$ cat config.mk
export PLATFORM = sky130hd
export DESIGN_NAME = fp_mul_arbiter
export DESIGN_NICKNAME = d
export VERILOG_FILES = /design/src/rtl/fpu_pkg.sv /design/src/rtl/rr_arbiter.sv /design/src/rtl/fp_mul_arbiter.sv
export SDC_FILE = /design/constraint.sdc
export NUM_CORES = 1
export LEC_CHECK = 0
export ABC_AREA = 1
export CAP_MARGIN = 10
export CORE_AREA = 2 2 103 105
export DETAILED_ROUTE_END_ITERATION = 12
export DIE_AREA = 0 0 105 107
export MAX_ROUTING_LAYER = met4
export PLACE_DENSITY = 0.68
export SYNTH_ARGS = -nofsm -noshare
export SYNTH_HDL_FRONTEND = slang
export SYNTH_HIERARCHICAL = 1
export SYNTH_SLANG_ARGS = --single-unit
$ cat constraint.sdc
create_clock -name clk_in -period 4.1 [get_ports clk_in]
set_clock_uncertainty 0.15 [all_clocks]
set_input_delay 0.82 -clock clk_in [delete_from_list [all_inputs] [get_ports clk_in]]
set_output_delay 0.82 -clock clk_in [all_outputs]
set_load 0.05 [all_outputs]
$ cat src/rtl/fpu_pkg.sv
// Shared FPU constants: operand width, default multiplier latency and the
// owner-tag width helper used by the multiplier arbiter.
package fpu_pkg;

    localparam int D_WIDTH_DEF = 32;
    localparam int LAT_DEF     = 3;
    localparam int N_DEF       = 2;

    // A tag must index N requesters; a single requester still needs one bit.
    function automatic int tag_width(input int n);
        return (n < 2) ? 1 : $clog2(n);
    endfunction

    localparam int TAG_W = tag_width(N_DEF);

endpackage

$ cat src/rtl/rr_arbiter.sv
// N-way round-robin arbiter: one-hot grant among eligible requesters,
// searching upward from a pointer that moves past the last winner.
module rr_arbiter
    import fpu_pkg::*;
#(
    parameter int N = 2
) (
    input  logic         clk_in,
    input  logic         reset_n,
    input  logic [N-1:0] elig_i,
    output logic [N-1:0] grant_o
);

    localparam int IW = tag_width(N);

    logic [IW-1:0] ptr_q, ptr_d;
    logic [IW-1:0] idx;

    // Walk offsets from the far end so the closest eligible requester to ptr wins.
    always_comb begin
        grant_o = '0;
        ptr_d   = ptr_q;
        idx     = '0;
        for (int k = N - 1; k >= 0; k--) begin
            idx = IW'((int'(ptr_q) + k) % N);
            if (elig_i[idx]) begin
                grant_o      = '0;
                grant_o[idx] = 1'b1;
                ptr_d        = IW'((int'(ptr_q) + k + 1) % N);
            end
        end
    end

    always_ff @(posedge clk_in) begin
        if (!reset_n) begin
            ptr_q <= '0;
        end else begin
            ptr_q <= ptr_d;
        end
    end

endmodule

$ cat src/rtl/fp_mul_arbiter.sv
// Shares one pipelined FP multiplier among N requesters: round-robin issue,
// a latency-matched owner tag pipe, and per-requester credit limits.
module fp_mul_arbiter
    import fpu_pkg::*;
#(
    parameter int N       = 2,
    parameter int D_WIDTH = D_WIDTH_DEF,
    parameter int LAT     = LAT_DEF,
    parameter int MAX_OUT = 2
) (
    input  logic                 clk_in,
    input  logic                 reset_n,
    input  logic [N-1:0]         req_valid,
    input  logic [N*D_WIDTH-1:0] req_a,
    input  logic [N*D_WIDTH-1:0] req_b,
    output logic [N-1:0]         req_ready,
    output logic                 mul_enable,
    output logic [D_WIDTH-1:0]   mul_a,
    output logic [D_WIDTH-1:0]   mul_b,
    input  logic [D_WIDTH-1:0]   mul_result,
    output logic [N-1:0]         rsp_valid,
    output logic [D_WIDTH-1:0]   rsp_data,
    output logic                 busy
);

    localparam int IW = tag_width(N);
    localparam int CW = $clog2(MAX_OUT + 1);

    // Handshake: a pair transfers on req_valid[i] & req_ready[i]; responses
    // are one-cycle rsp_valid pulses with no backpressure.
    logic              mul_enable_q;
    logic              active;
    logic [N-1:0]      elig;
    logic [N-1:0]      grant;
    logic [IW-1:0]     gnt_idx;
    logic              tag_vld_q [LAT];
    logic [IW-1:0]     tag_own_q [LAT];
    logic [CW-1:0]     outstanding_q [N];
    logic [CW-1:0]     outstanding_d [N];
    logic              retire;
    logic              busy_any;

    // No issue until the multiplier is enabled, so every tag matches a real operation.
    assign active     = reset_n & mul_enable_q;
    assign mul_enable = mul_enable_q;
    assign retire     = reset_n & tag_vld_q[LAT-1];

    always_comb begin
        rsp_valid = '0;
        for (int i = 0; i < N; i++) begin
            rsp_valid[i] = retire && (tag_own_q[LAT-1] == IW'(i));
        end
    end

    // A retiring operation returns its credit in the same cycle it frees it.
    always_comb begin
        elig = '0;
        for (int i = 0; i < N; i++) begin
            elig[i] = active & req_valid[i]
                    & ((outstanding_q[i] < CW'(MAX_OUT)) | rsp_valid[i]);
        end
    end

    rr_arbiter #(
        .N (N)
    ) u_rr_arbiter (
        .clk_in  (clk_in),
        .reset_n (reset_n),
        .elig_i  (elig),
        .grant_o (grant)
    );

    assign req_ready = grant;

    always_comb begin
        gnt_idx = '0;
        mul_a   = reset_n ? req_a[D_WIDTH-1:0] : '0;
        mul_b   = reset_n ? req_b[D_WIDTH-1:0] : '0;
        for (int i = 0; i < N; i++) begin
            if (grant[i]) begin
                gnt_idx = IW'(i);
                mul_a   = req_a[i*D_WIDTH +: D_WIDTH];
                mul_b   = req_b[i*D_WIDTH +: D_WIDTH];
            end
        end
    end

    assign rsp_data = (|rsp_valid) ? mul_result : '0;

    always_comb begin
        for (int i = 0; i < N; i++) begin
            outstanding_d[i] = outstanding_q[i];
            case ({grant[i], rsp_valid[i]})
                2'b10:   outstanding_d[i] = outstanding_q[i] + CW'(1);
                2'b01:   outstanding_d[i] = outstanding_q[i] - CW'(1);
                default: outstanding_d[i] = outstanding_q[i];
            endcase
        end
    end

    always_comb begin
        busy_any = 1'b0;
        for (int k = 0; k < LAT; k++) begin
            busy_any = busy_any | tag_vld_q[k];
        end
    end

    assign busy = reset_n & busy_any;

    always_ff @(posedge clk_in) begin
        if (!reset_n) begin
            mul_enable_q <= 1'b0;
            for (int k = 0; k < LAT; k++) begin
                tag_vld_q[k] <= 1'b0;
                tag_own_q[k] <= '0;
            end
            for (int i = 0; i < N; i++) begin
                outstanding_q[i] <= '0;
            end
        end else begin
            mul_enable_q <= 1'b1;
            tag_vld_q[0] <= |grant;
            tag_own_q[0] <= gnt_idx;
            for (int k = 1; k < LAT; k++) begin
                tag_vld_q[k] <= tag_vld_q[k-1];
                tag_own_q[k] <= tag_own_q[k-1];
            end
            for (int i = 0; i < N; i++) begin
                outstanding_q[i] <= outstanding_d[i];
            end
        end
    end

endmodule
# After elaboration in Yosys (flattened, before gate mapping)
# Memory sizes are Yosys's and may differ from the RTL's.
# Index checks and enable logic that the tools add are counted.
[word_totals]
out_inout_bits = 102
regBits = 2
memories = 3
ram_bits = 10
latchBits = 0
word_cells = 80
input_bits = 164
romBits = 0
[op_classes]
div_mod_pow = 0
eq_ne = 4
shifts = 0
order_cmp = 6
bitwise = 20
n_mul = 0
reduce_logical = 7
addsub = 6
muxes = 32
[mem_list]
columns = ["memory", "depth", "word_bits", "read_ports", "rd_ports_with_merged_regs", "write_ports", "line", "rtl"]
rows = [
  ["outstanding_q", 2, 2, 2, 0, 2, "fp_mul_arbiter.sv:38", "logic [CW-1:0] outstanding_q [N];"],
  ["tag_own_q", 3, 1, 3, 0, 3, "fp_mul_arbiter.sv:37", "logic [IW-1:0] tag_own_q [LAT];"],
  ["tag_vld_q", 3, 1, 3, 0, 3, "fp_mul_arbiter.sv:36", "logic tag_vld_q [LAT];"],
]
[op_table]
columns = ["op", "n"]
rows = [
  ["2-to-1 mux 32 bit", 7],
  ["2-to-1 mux 1 bit", 17],
  ["OR 1 bit", 12],
  ["2-to-1 mux 2 bit", 4],
  ["case mux 2 bit (2 select lines)", 2],
  ["bitwise AND 1 bit", 7],
  ["adder 2 x 1 -> 2 bit, second input constant", 2],
  ["equality test 2 x 1 -> 1 bit, second input constant", 2],
  ["equality test 2 bit, second input constant", 2],
  ["logical AND 1 bit", 4],
  ["< comparator 1 x 2 -> 1 bit, second input constant", 2],
  ["< comparator 2 bit, second input constant", 2],
  ["OR reduction 2 bit", 2],
  ["subtractor 2 x 1 -> 2 bit, second input constant", 2],
  ["adder 1 bit, second input constant", 2],
  ["demux 1 bit (select 1 bit)", 2],
  [">= comparator 1 bit, second input constant", 2],
  ["nonzero test 2 bit", 1],
  ["NOT 1 bit", 1],
]

# Longest topological paths before layout
# Gate-level depths: netlist of the first run.
[logic_depth]
ltp_word = 11
depth_mapped = 14
ltp_nobuf = 13

# Modules after synthesis
# The synthesis of the first run kept the hierarchy.
[by_module_without_submodules]
columns = ["mod", "seq_area_each_um2", "cells_per_inst", "area_per_inst_um2", "n_inst"]
rows = [
  ["fp_mul_arbiter", 220.2, 347, 1681.6, 1],
  ["rr_arbiter", 20.0, 8, 50.0, 1],
]

# Least setup slack after synthesis of the first run
# No wires, ideal clock.
[synth_path]
path_kind = "input port to output port"
startpoint = "input reset_n"
endpoint = "output mul_a[0]"
path_slack_ns = -0.743
n_path_buf = 2
stages = 10
arrival_ns = 3.873
required_ns = 3.130
path_cell_list = "nand2_2 > nor2_2 > inv_1 > a21oi_1 > inv_1 > o21ai_0 > buf_4 > buf_2 > nand2_1 > nand2_1"
[synth_via]
elab_cells_between_ends = 19
classes_between = "mux: 9; bitwise: 8; reduce/logical: 2"
[synth_rtl]
columns = ["item", "line", "rtl"]
rows = [
  ["from (decl)", "fp_mul_arbiter.sv:12", "input logic reset_n,"],
  ["bitwise AND 1 bit (*)", "fp_mul_arbiter.sv:46", "assign retire = reset_n & tag_vld_q[LAT-1];"],
  ["logical AND 1 bit (*)", "fp_mul_arbiter.sv:51", "rsp_valid[i] = retire && (tag_own_q[LAT-1] == IW'(i));"],
  ["net rsp_valid[1]", "fp_mul_arbiter.sv:21", "output logic [N-1:0] rsp_valid,"],
  ["OR 1 bit (*)", "fp_mul_arbiter.sv:60", "& ((outstanding_q[i] < CW'(MAX_OUT)) | rsp_valid[i]);"],
  ["bitwise AND 1 bit (*)", "fp_mul_arbiter.sv:60", ""],
  ["net elig[1]", "fp_mul_arbiter.sv:33", "logic [N-1:0] elig;"],
  ["2-to-1 mux 1 bit (implied by the code) (2 in a row)", "rr_arbiter.sv:26", "if (elig_i[idx]) begin"],
  ["2-to-1 mux 2 bit", "rr_arbiter.sv:26", ""],
  ["2-to-1 mux 2 bit (*)", "rr_arbiter.sv:26", ""],
  ["net req_ready[1]", "fp_mul_arbiter.sv:16", "output logic [N-1:0] req_ready,"],
  ["2-to-1 mux 32 bit (*)", "fp_mul_arbiter.sv:80", "if (grant[i]) begin"],
  ["to (decl)", "fp_mul_arbiter.sv:18", "output logic [D_WIDTH-1:0] mul_a,"],
]
# The timed path passes the listed nets; every way through them passes the cells marked *. The select of a mux whose other input is x is not followed.

# Final worst setup path of the first run
[layout_path]
startpoint = "input reset_n"
endpoint = "output mul_a[10]"
[layout_via]
elab_chain_len = 10
elab_cells_between_ends = 19
classes_between = "mux: 9; bitwise: 8; reduce/logical: 2"
[layout_lines]
columns = ["item", "line"]
rows = [
  ["bitwise AND 1 bit", "fp_mul_arbiter.sv:46"],
  ["logical AND 1 bit", "fp_mul_arbiter.sv:51"],
  ["OR 1 bit", "fp_mul_arbiter.sv:60"],
  ["bitwise AND 1 bit (*)", "fp_mul_arbiter.sv:60"],
  ["net elig[0]", "fp_mul_arbiter.sv:33"],
  ["2-to-1 mux 1 bit (implied by the code) (2 in a row)", "rr_arbiter.sv:26"],
  ["2-to-1 mux 2 bit", "rr_arbiter.sv:26"],
  ["2-to-1 mux 2 bit (*)", "rr_arbiter.sv:26"],
  ["2-to-1 mux 32 bit", "fp_mul_arbiter.sv:80"],
  ["2-to-1 mux 32 bit (*)", "fp_mul_arbiter.sv:80"],
]
# Marked as above.

==> results of run 1 <==
-- sequential cells by signal (all words and copies together), names as in the netlist --
register,cells
outstanding_q,4
tag_vld_q,3
mul_enable,1
tag_own_q,3
u_rr_arbiter/ptr_q,1
-- Yosys cell counts, types with 2 or more instances --
| master | number | area, um^2 |
|---|---|---|
| a21oi_1 | 5 | 25.0 |
| dfxtp_1 | 12 | 240 |
| buf_6 | 6 | 67.6 |
| buf_4 | 2 | 15.0 |
| nor2_1 | 42 | 158 |
| nand3_1 | 67 | 335 |
| inv_2 | 2 | 7.51 |
| nor2_2 | 2 | 12.5 |
| o21ai_0 | 3 | 15.0 |
| nand4_1 | 2 | 12.5 |
| buf_2 | 14 | 70.1 |
| inv_1 | 48 | 180 |
| ha_1 | 2 | 25.0 |
| nand2_1 | 143 | 537 |
-- per-layer routing --
metal,vias to the layer above,wire [um],global-route usage
met3,14,855,0.0432
met2,190,5230,0.322
met1,1396,3710,0.186
met4,0,206,0.0457
li1,1602,-,-
met5,-,0,-
-- path summary, 6_finish.rpt --
| path | cells after the start | start | to |
|---|---|---|---|
| min | 2 | tag_own_q[0][1]$_SDFF_PN0_ | tag_own_q[0][2]$_SDFF_PN0_ |
| max | 11 | reset_n | mul_a[10] |
| max reg2reg | 15 | tag_vld_q[0][2]$_SDFF_PN0_ | outstanding_q[0][3]$_SDFFE_PN0P_ |
| min reg2reg | 2 | tag_own_q[0][1]$_SDFF_PN0_ | tag_own_q[0][2]$_SDFF_PN0_ |
-- power groups by stage --
| stage | Sequential (mW) | Clock, mW | Combinational [mW] |
|---|---|---|---|
| after floorplan | 0.127 | 0 | 0.312 |
| after global placement | 0.126 | 0 | 0.759 |
| after detailed placement | 0.126 | 0 | 0.765 |
| after CTS | 0.124 | 0.108 | 0.767 |
| after global routing | 0.124 | 0.114 | 0.800 |
| final | 0.124 | 0.106 | 0.763 |
-- cell usage in the layout (no fill, tap or decap) --
cell	instances
clkdlybuf4s50_1	164
a21oi_1	5
nor2_2	2
o21ai_4	1
ha_1	2
nand2_1	143
buf_12	102
clkbuf_8	3
o21ai_0	2
dfxtp_1	12
inv_1	47
nand2_8	1
nand4_1	2
nor2_1	42
nand3_1	67
inv_2	3
buf_4	17
nand2_2	1
and2_1	1
-- final cells by class --
cell class                 count  area (um^2)  share of cell area
timing repair buffer         283         3810               0.679
tap                          136          170              0.0303
inverter                      50          188              0.0334
sequential                    12          240              0.0428
clock buffer                   3         41.3             0.00735
multi-input combinational    269         1160               0.207
-- logic make-up (layout without fill, tap and decap cells) --
| logic type | after synthesis | after routing | share of synthesized area |
|---|---|---|---|
| adder cells (fa/ha/maj) | 2 | 2 | 0.0144 |
| AND/OR/NAND/NOR | 259 | 259 | 0.623 |
| flip-flops | 12 | 12 | 0.139 |
| buffers and inverters | 74 | 336 | 0.201 |
| AO/OA/AOI/OAI | 8 | 8 | 0.0231 |
-- through the flow --
stage          area [um^2]  power [mW]  cells
5_1_grt               5610        1.04    753
6_report              5610       0.993    753
2_1_floorplan         1740       0.439    355
3_5_place_dp          5560       0.891    750
4_1_cts               5610       0.999    753
3_3_place_gp          5560       0.885    750
-- worst min-delay path, cell delays in order (launching register included) --
cell     delay, ns
dfxtp_1       0.30
nand2_1       0.05
inv_1         0.04
==> impl_summary.txt, run 1 <==
----------------------------------------------------
[Yosys]
  Post-Syn Area ... roughly 0.0017 mm^2
  Synth Flop Type ... dfxtp_1
  Average size of a mapped cell ... a little under 5 um^2
  Post-synthesis net count ... 521
  Async set-or-reset flop fraction in the synthesized netlist ... 0
  Number of enable flip-flop cells after synthesis ... 0
  Warnings, synthesis ... 6
  Number of cells produced by synthesis ... 355
  Number of storage elements in the synthesis netlist ... 12
  Sequential fraction of the synthesis area ... 0.139
  Unique masters post-synth ... 19

[Cells and area]
  Fraction of layout cells with a size suffix above 1 ... 0.211
  P&R area growth vs syn ... 224%
  Number of antenna diodes ... 0
  Final core utilization ... 0.556
  # fillers ... 901
  Net count, final ... around 800

[Timing]
  Slack of the critical path ... 0.243 ns
  Transition time at the pin with the least slew margin ... 0.529 ns
  Total of endpoints with negative setup slack in the final report ... 0
  Normalized max-slew margin ... 0.646
  Total count of hold-check failures in the final report ... 0
  Achievable clock frequency ... about 0.26 GHz
  Post-route minimum period ... 3.86 ns
  Part of the cycle the worst path needs ... 0.941
  Hold Slack ... 0.262 ns
  Number of slew-limit violations in the final report ... 0
  Unrepaired setup endpoints after global routing ... false
  Total Negative Setup Slacks ... 0 ns

[Critical path]
  Sort of element at the end of the critical path ... output port
  Worst Setup Path Type ... primary input to output port
  Register-to-register setup slack ... between 1.5 and 2 ns
  Required arrival time at the worst endpoint ... 3.13 ns
  Crit path max fanout ... 17
  Critical Path, Cell by Cell ... clkdlybuf4s50_1 > buf_4 > nand3_1 > a21oi_1 > buf_4 > o21ai_4 > inv_2 > buf_4 > nand3_1 > nand2_1 > buf_12
  Kind of start point of the critical path ... primary input
  Buffering stage count on the worst path with inverters included ... 6
  Worst path most repeated cell ... buf_4
  Family with the most delay on the worst path ... buffers and inverters
  CP max stage delay ... ~0.5 ns
  Slowest CP cell ... clkdlybuf4s50_1
  Critical Path AT ... 2.89 ns

[Floorplanning]
  Die outline width ... 105 um
  Initial core utilization ... 0.172
  Number of placement rows ... 37
  Standard cell core area ... 0.0101 mm^2
  Die outline area ... between 0.01 and 0.015 mm^2
  I/O Pins ... 266
  Chip height ... 107 um

[Drt]
  DRC violation total after the first TritonRoute iteration ... 190
  Number of DRC violations after detailed routing ... 0
  Routed vias/inst ... 4.25
  Routed wire length ... 10000 um
  Via count of the routed design ... 3202
  Per-cell routed wire length ... approximately 13 um
  Router iterations before antenna repair ... 4
  Detail Route Antenna Nets ... 0

[CTS]
  Master cell of the clock root buffer ... clkbuf_8
  Post CTS Setup Buffer Count ... 0
  Longest Clk Path Bufs ... 2
  Cts repair resizes ... 0
  Hold_buf cts ... 0
  Number of H-tree levels ... 1
  Total clock buffers created by CTS ... 3
  Clock latency of the later-clocked register in the worst-skew pair ... 0.24 ns
  CTS clock-pin slew for the worst setup and hold paths ... 0.05 ns
  Clock tree from TritonCTS ... yes
  Sinks on Clock Net ... 12

[Status]
  Outcome ... finished clean

[Run]
  Max cap viols ... 0

[GRT]
  Maximum number of pins on one net before global-route repair ... 67
  All-layer global routing usage ... 0.174
  Number of global-route vias before repair ... 3227
  Aggregate global routing overflow ... 0
  Initial antenna violation count ... 0
  Wire length of the first global-routing pass ... approximately 15000 um

[Placement]
  Routability congestion estimate from global placement ... about 0.84
  Count of buffers inserted at the top-level ports ... 265
  Detailed Place HPWL ... about 8700 um
  Setup slack after placement ... around 0.20 ns

[Power and ir drop]
  Switching pwr ... 0.414 mW
  Max rail drop VDD ... 0.000103 V
  Share of total power in the clock network ... 0.107
  P per Cell Area ... about 180 mW/mm^2
  Leakage dissipation ... 2.67 nW
  Sequential fraction of design power ... 0.125
  Internal power ... 0.579 mW
  Combinational share of power ... 0.769
  Proportion of total power due to net switching ... 0.417

[Worst hold path]
  Class of the most critical hold timing path ... register to register

----------------------------------------------------
Note: power is estimated with default switching activity, not from simulation.
==> run 2, diff against run 1 <==
- HOLD_SLACK_MARGIN: not set -> 0.05
==> results of run 2 <==
Same layout as run 1: the final DEF is identical, and so are final timing and power.
==> run 3, diff against run 2 <==
- CELL_PAD_IN_SITES_DETAIL_PLACEMENT: not set -> 1
- CELL_PAD_IN_SITES_GLOBAL_PLACEMENT: not set -> 1
- CORE_AREA: 2 2 103 105 -> not set
- CORE_ASPECT_RATIO: not set -> 1.75
- CORE_MARGIN: not set -> 2
- CORE_UTILIZATION: not set -> 14
- DIE_AREA: 0 0 105 107 -> not set
- PLACE_DENSITY: 0.68 -> 0.84
- SYNTH_HIERARCHICAL: 1 -> not set
- clock period: 4.1 -> 4.05 ns (I/O delays scaled with it)
==> impl_summary.txt, run 3 <==
----------------------------------------------------
[Status]
  Outcome ... finished clean

[Critical path]
  Sort of element at the end of the critical path ... output port
  Worst Setup Path Type ... primary input to output port
  Required arrival time at the worst endpoint ... 3.09 ns (-0.04 ns)
  Crit path max fanout ... 64 (+47)
  Critical Path AT ... 2.49 ns (-0.40 ns)
  Slowest CP cell ... buf_4
  Kind of start point of the critical path ... primary input
  CP max stage delay ... 0.52 ns (+0.02 ns)
  Critical Path, Cell by Cell ... clkdlybuf4s50_1 > inv_1 > nor2_1 > nand3_2 > buf_4 > nand3_1 > nand2_1 > buf_12

[Yosys]
  Post-synthesis net count ... 650 (+25%)
  Number of enable flip-flop cells after synthesis ... 0 (unchanged)
  Async set-or-reset flop fraction in the synthesized netlist ... 0 (unchanged)
  Warnings, synthesis ... 0 (-6)
  Synth Flop Type ... dfxtp_1
  Synth cell count leaders ... nand2_1 (209), inv_1 (110), nand3_1 (69)
  Number of cells produced by synthesis ... 484 (+36%)
  Unique masters post-synth ... 15 (-4)
  Post-synthesis cell type with the largest combined area ... nand2_1
  Top-area cell type share of the netlist area ... 0.361 (+0.0512)
  Post-Syn Area ... 0.00217 mm^2 (+25%)
  Leading cell types by total area after synthesis ... nand2_1 (36%), inv_1 (19%), nand3_1 (16%)
  Number of storage elements in the synthesis netlist ... 12 (unchanged)
  Most used standard cell by instance count after synthesis ... nand2_1
  Average size of a mapped cell ... 4.49 um^2 (-8.0%)
  Sequential fraction of the synthesis area ... 0.111 (-0.0281)

[CTS]
  Longest Clk Path Bufs ... 2 (unchanged)
  Post CTS Setup Buffer Count ... 0 (unchanged)
  Clock tree from TritonCTS ... yes
  Total clock buffers created by CTS ... 3 (unchanged)
  CTS clock-pin slew for the worst setup and hold paths ... 0.05 ns (about the same)
  Sinks on Clock Net ... 12 (unchanged)
  Cts repair resizes ... 0 (unchanged)
  Hold_buf cts ... 0 (unchanged)
  Number of H-tree levels ... 1 (unchanged)
  Clock latency of the later-clocked register in the worst-skew pair ... 0.24 ns (about the same)
  Master cell of the clock root buffer ... clkbuf_16

[Drt]
  Routed wire length ... 12400 um (+24%)
  DRC violation total after the first TritonRoute iteration ... 84 (-56%)
  Number of DRC violations after detailed routing ... 0 (unchanged)
  Per-cell routed wire length ... 13.6 um (+2.1%)
  Routed vias/inst ... 4.06 (-4.6%)
  Detail Route Antenna Nets ... 0 (unchanged)
  Via count of the routed design ... 3708 (+16%)
  Router iterations before antenna repair ... 4 (unchanged)

[Power and ir drop]
  Max rail drop VDD ... 0.0000854 V (-17%)
  Total power ... 1.04 mW (+5.2%)
  Proportion of total power due to net switching ... 0.391 (-0.0256)
  Leakage dissipation ... 3.20 nW (+20%)
  Sequential fraction of design power ... 0.121 (-0.004)
  Internal power ... 0.636 mW (+9.8%)
  Switching pwr ... 0.408 mW (-1.3%)
  Combinational share of power ... 0.686 (-0.083)
  Share of total power in the clock network ... 0.193 (+0.086)
  P per Cell Area ... 185 mW/mm^2 (+4.4%)

[Timing]
  Post-route minimum period ... 3.45 ns
  Part of the cycle the worst path needs ... 0.853
  Unrepaired setup endpoints after global routing ... false
  Number of slew-limit violations in the final report ... 0 (unchanged)
  Total of endpoints with negative setup slack in the final report ... 0 (unchanged)
  Total count of hold-check failures in the final report ... 0 (unchanged)
  Achievable clock frequency ... 0.290 GHz
  Slack of the critical path ... 0.596 ns (+0.353 ns)
  Total Negative Setup Slacks ... 0 ns (unchanged)
  Transition time at the pin with the least slew margin ... 0.688 ns (+0.159 ns)
  Normalized max-slew margin ... 0.541 (-0.105)

[GRT]
  Maximum number of pins on one net before global-route repair ... 66 (-1.5%)
  Wire length of the first global-routing pass ... 19600 um (+27%)
  Aggregate global routing overflow ... 0 (unchanged)
  Number of global-route vias before repair ... 4042 (+25%)
  All-layer global routing usage ... 0.148 (-0.0261)
  Initial antenna violation count ... 0 (unchanged)

[Cells and area]
  Most common cell after layout, fill and taps aside ... nand2_1
  Fraction of layout cells with a size suffix above 1 ... 0.158 (-0.0527)
  Register with the highest flop count ... outstanding_q
  Net count, final ... 895 (+14%)
  Number of flip-flops in the largest register ... 4 (unchanged)
  Final core utilization ... 0.369 (-0.187)
  Number of antenna diodes ... 0 (unchanged)
  Leading registers by flop count ... outstanding_q x4, tag_own_q x3, tag_vld_q x3
  P&R area growth vs syn ... 160%
  Commonest cells after routing, fill and taps aside ... nand2_1 (208), clkdlybuf4s50_1 (165), inv_1 (110)

[Worst hold path]
  Class of the most critical hold timing path ... register to register

[Placement]
  Count of buffers inserted at the top-level ports ... 265 (unchanged)
  Routability congestion estimate from global placement ... 0.823 (-2.5%)
  Detailed Place HPWL ... 10200 um (+17%)
  Setup slack after placement ... 0.540 ns (+0.343 ns)

[Floorplanning]
  I/O Pins ... 266 (unchanged)
  Standard cell core area ... 0.0153 mm^2 (+52%)
  Initial core utilization ... 0.142 (-0.0298)
  Chip height ... 169 um (+58%)
  Number of placement rows ... 60 (+62%)
  Die outline area ... 0.0166 mm^2 (+47%)
  Die outline width ... 98.2 um (-6.5%)

[Run]
  Max cap viols ... 0 (unchanged)

----------------------------------------------------
[run 3: kinds of logic (layout without fill, tap and decap cells)]
| group | count (synthesis) | in the layout | synth area share |
|---|---|---|---|
| simple gates | 320 | 320 | 0.596 |
| buf+inv | 143 | 387 | 0.264 |
| flops | 12 | 12 | 0.111 |
| compound gates | 7 | 7 | 0.0179 |
| fa+ha+maj | 2 | 2 | 0.0115 |
[run 3: worst paths after layout]
check                                   from                          endpoint  slack [ns]  cells past startpoint
setup / recovery                req_valid[0]                         mul_b[25]        0.60                      8
hold / removal    tag_own_q[0][0]$_SDFF_PN0_        tag_own_q[0][1]$_SDFF_PN0_        0.28                      2
setup reg to reg          mul_enable$_DFF_P_  outstanding_q[0][1]$_SDFFE_PN0P_        1.68                     10
hold reg to reg   tag_own_q[0][0]$_SDFF_PN0_        tag_own_q[0][1]$_SDFF_PN0_        0.28                      2
[run 3: power by group through the flow]
stage	logic, mW	registers [mW]	clock network, mW
2_1_floorplan	0.302	0.130	0
3_3_place_gp	0.713	0.129	0
3_5_place_dp	0.723	0.129	0
4_1_cts	0.725	0.127	0.204
5_1_grt	0.760	0.127	0.211
6_report	0.716	0.127	0.201
[run 3: layout make-up]
class	count	area [um^2]
Inverter	110	413
Fill cell	1954	9660
Multi-Input combinational cell	329	1370
Sequential cell	12	240
Clock buffer	4	88.8
Tap cell	186	233
Timing Repair Buffer	273	3310
[run 3: metal layers]
layer / global-route usage / part of all wire
met5: - / 0
met4: 0.0530 / 0.033
met3: 0.0211 / 0.052
met2: 0.291 / 0.57
met1: 0.145 / 0.35
[run 3: through the flow]
step	hold WS, ns	std cells	instance area (um^2)
global placement	0.253	910	5570
global route	0.300	914	5660
floorplan	0.240	484	2170
finish	0.278	914	5660
CTS	0.274	914	5660
detailed placement	0.262	910	5570
[run 3: critical path: cells and delay by family]
family | cells | cell delay, ns
buffers and inverters | 4 | 1.14
AND/OR/NAND/NOR | 4 | 0.47
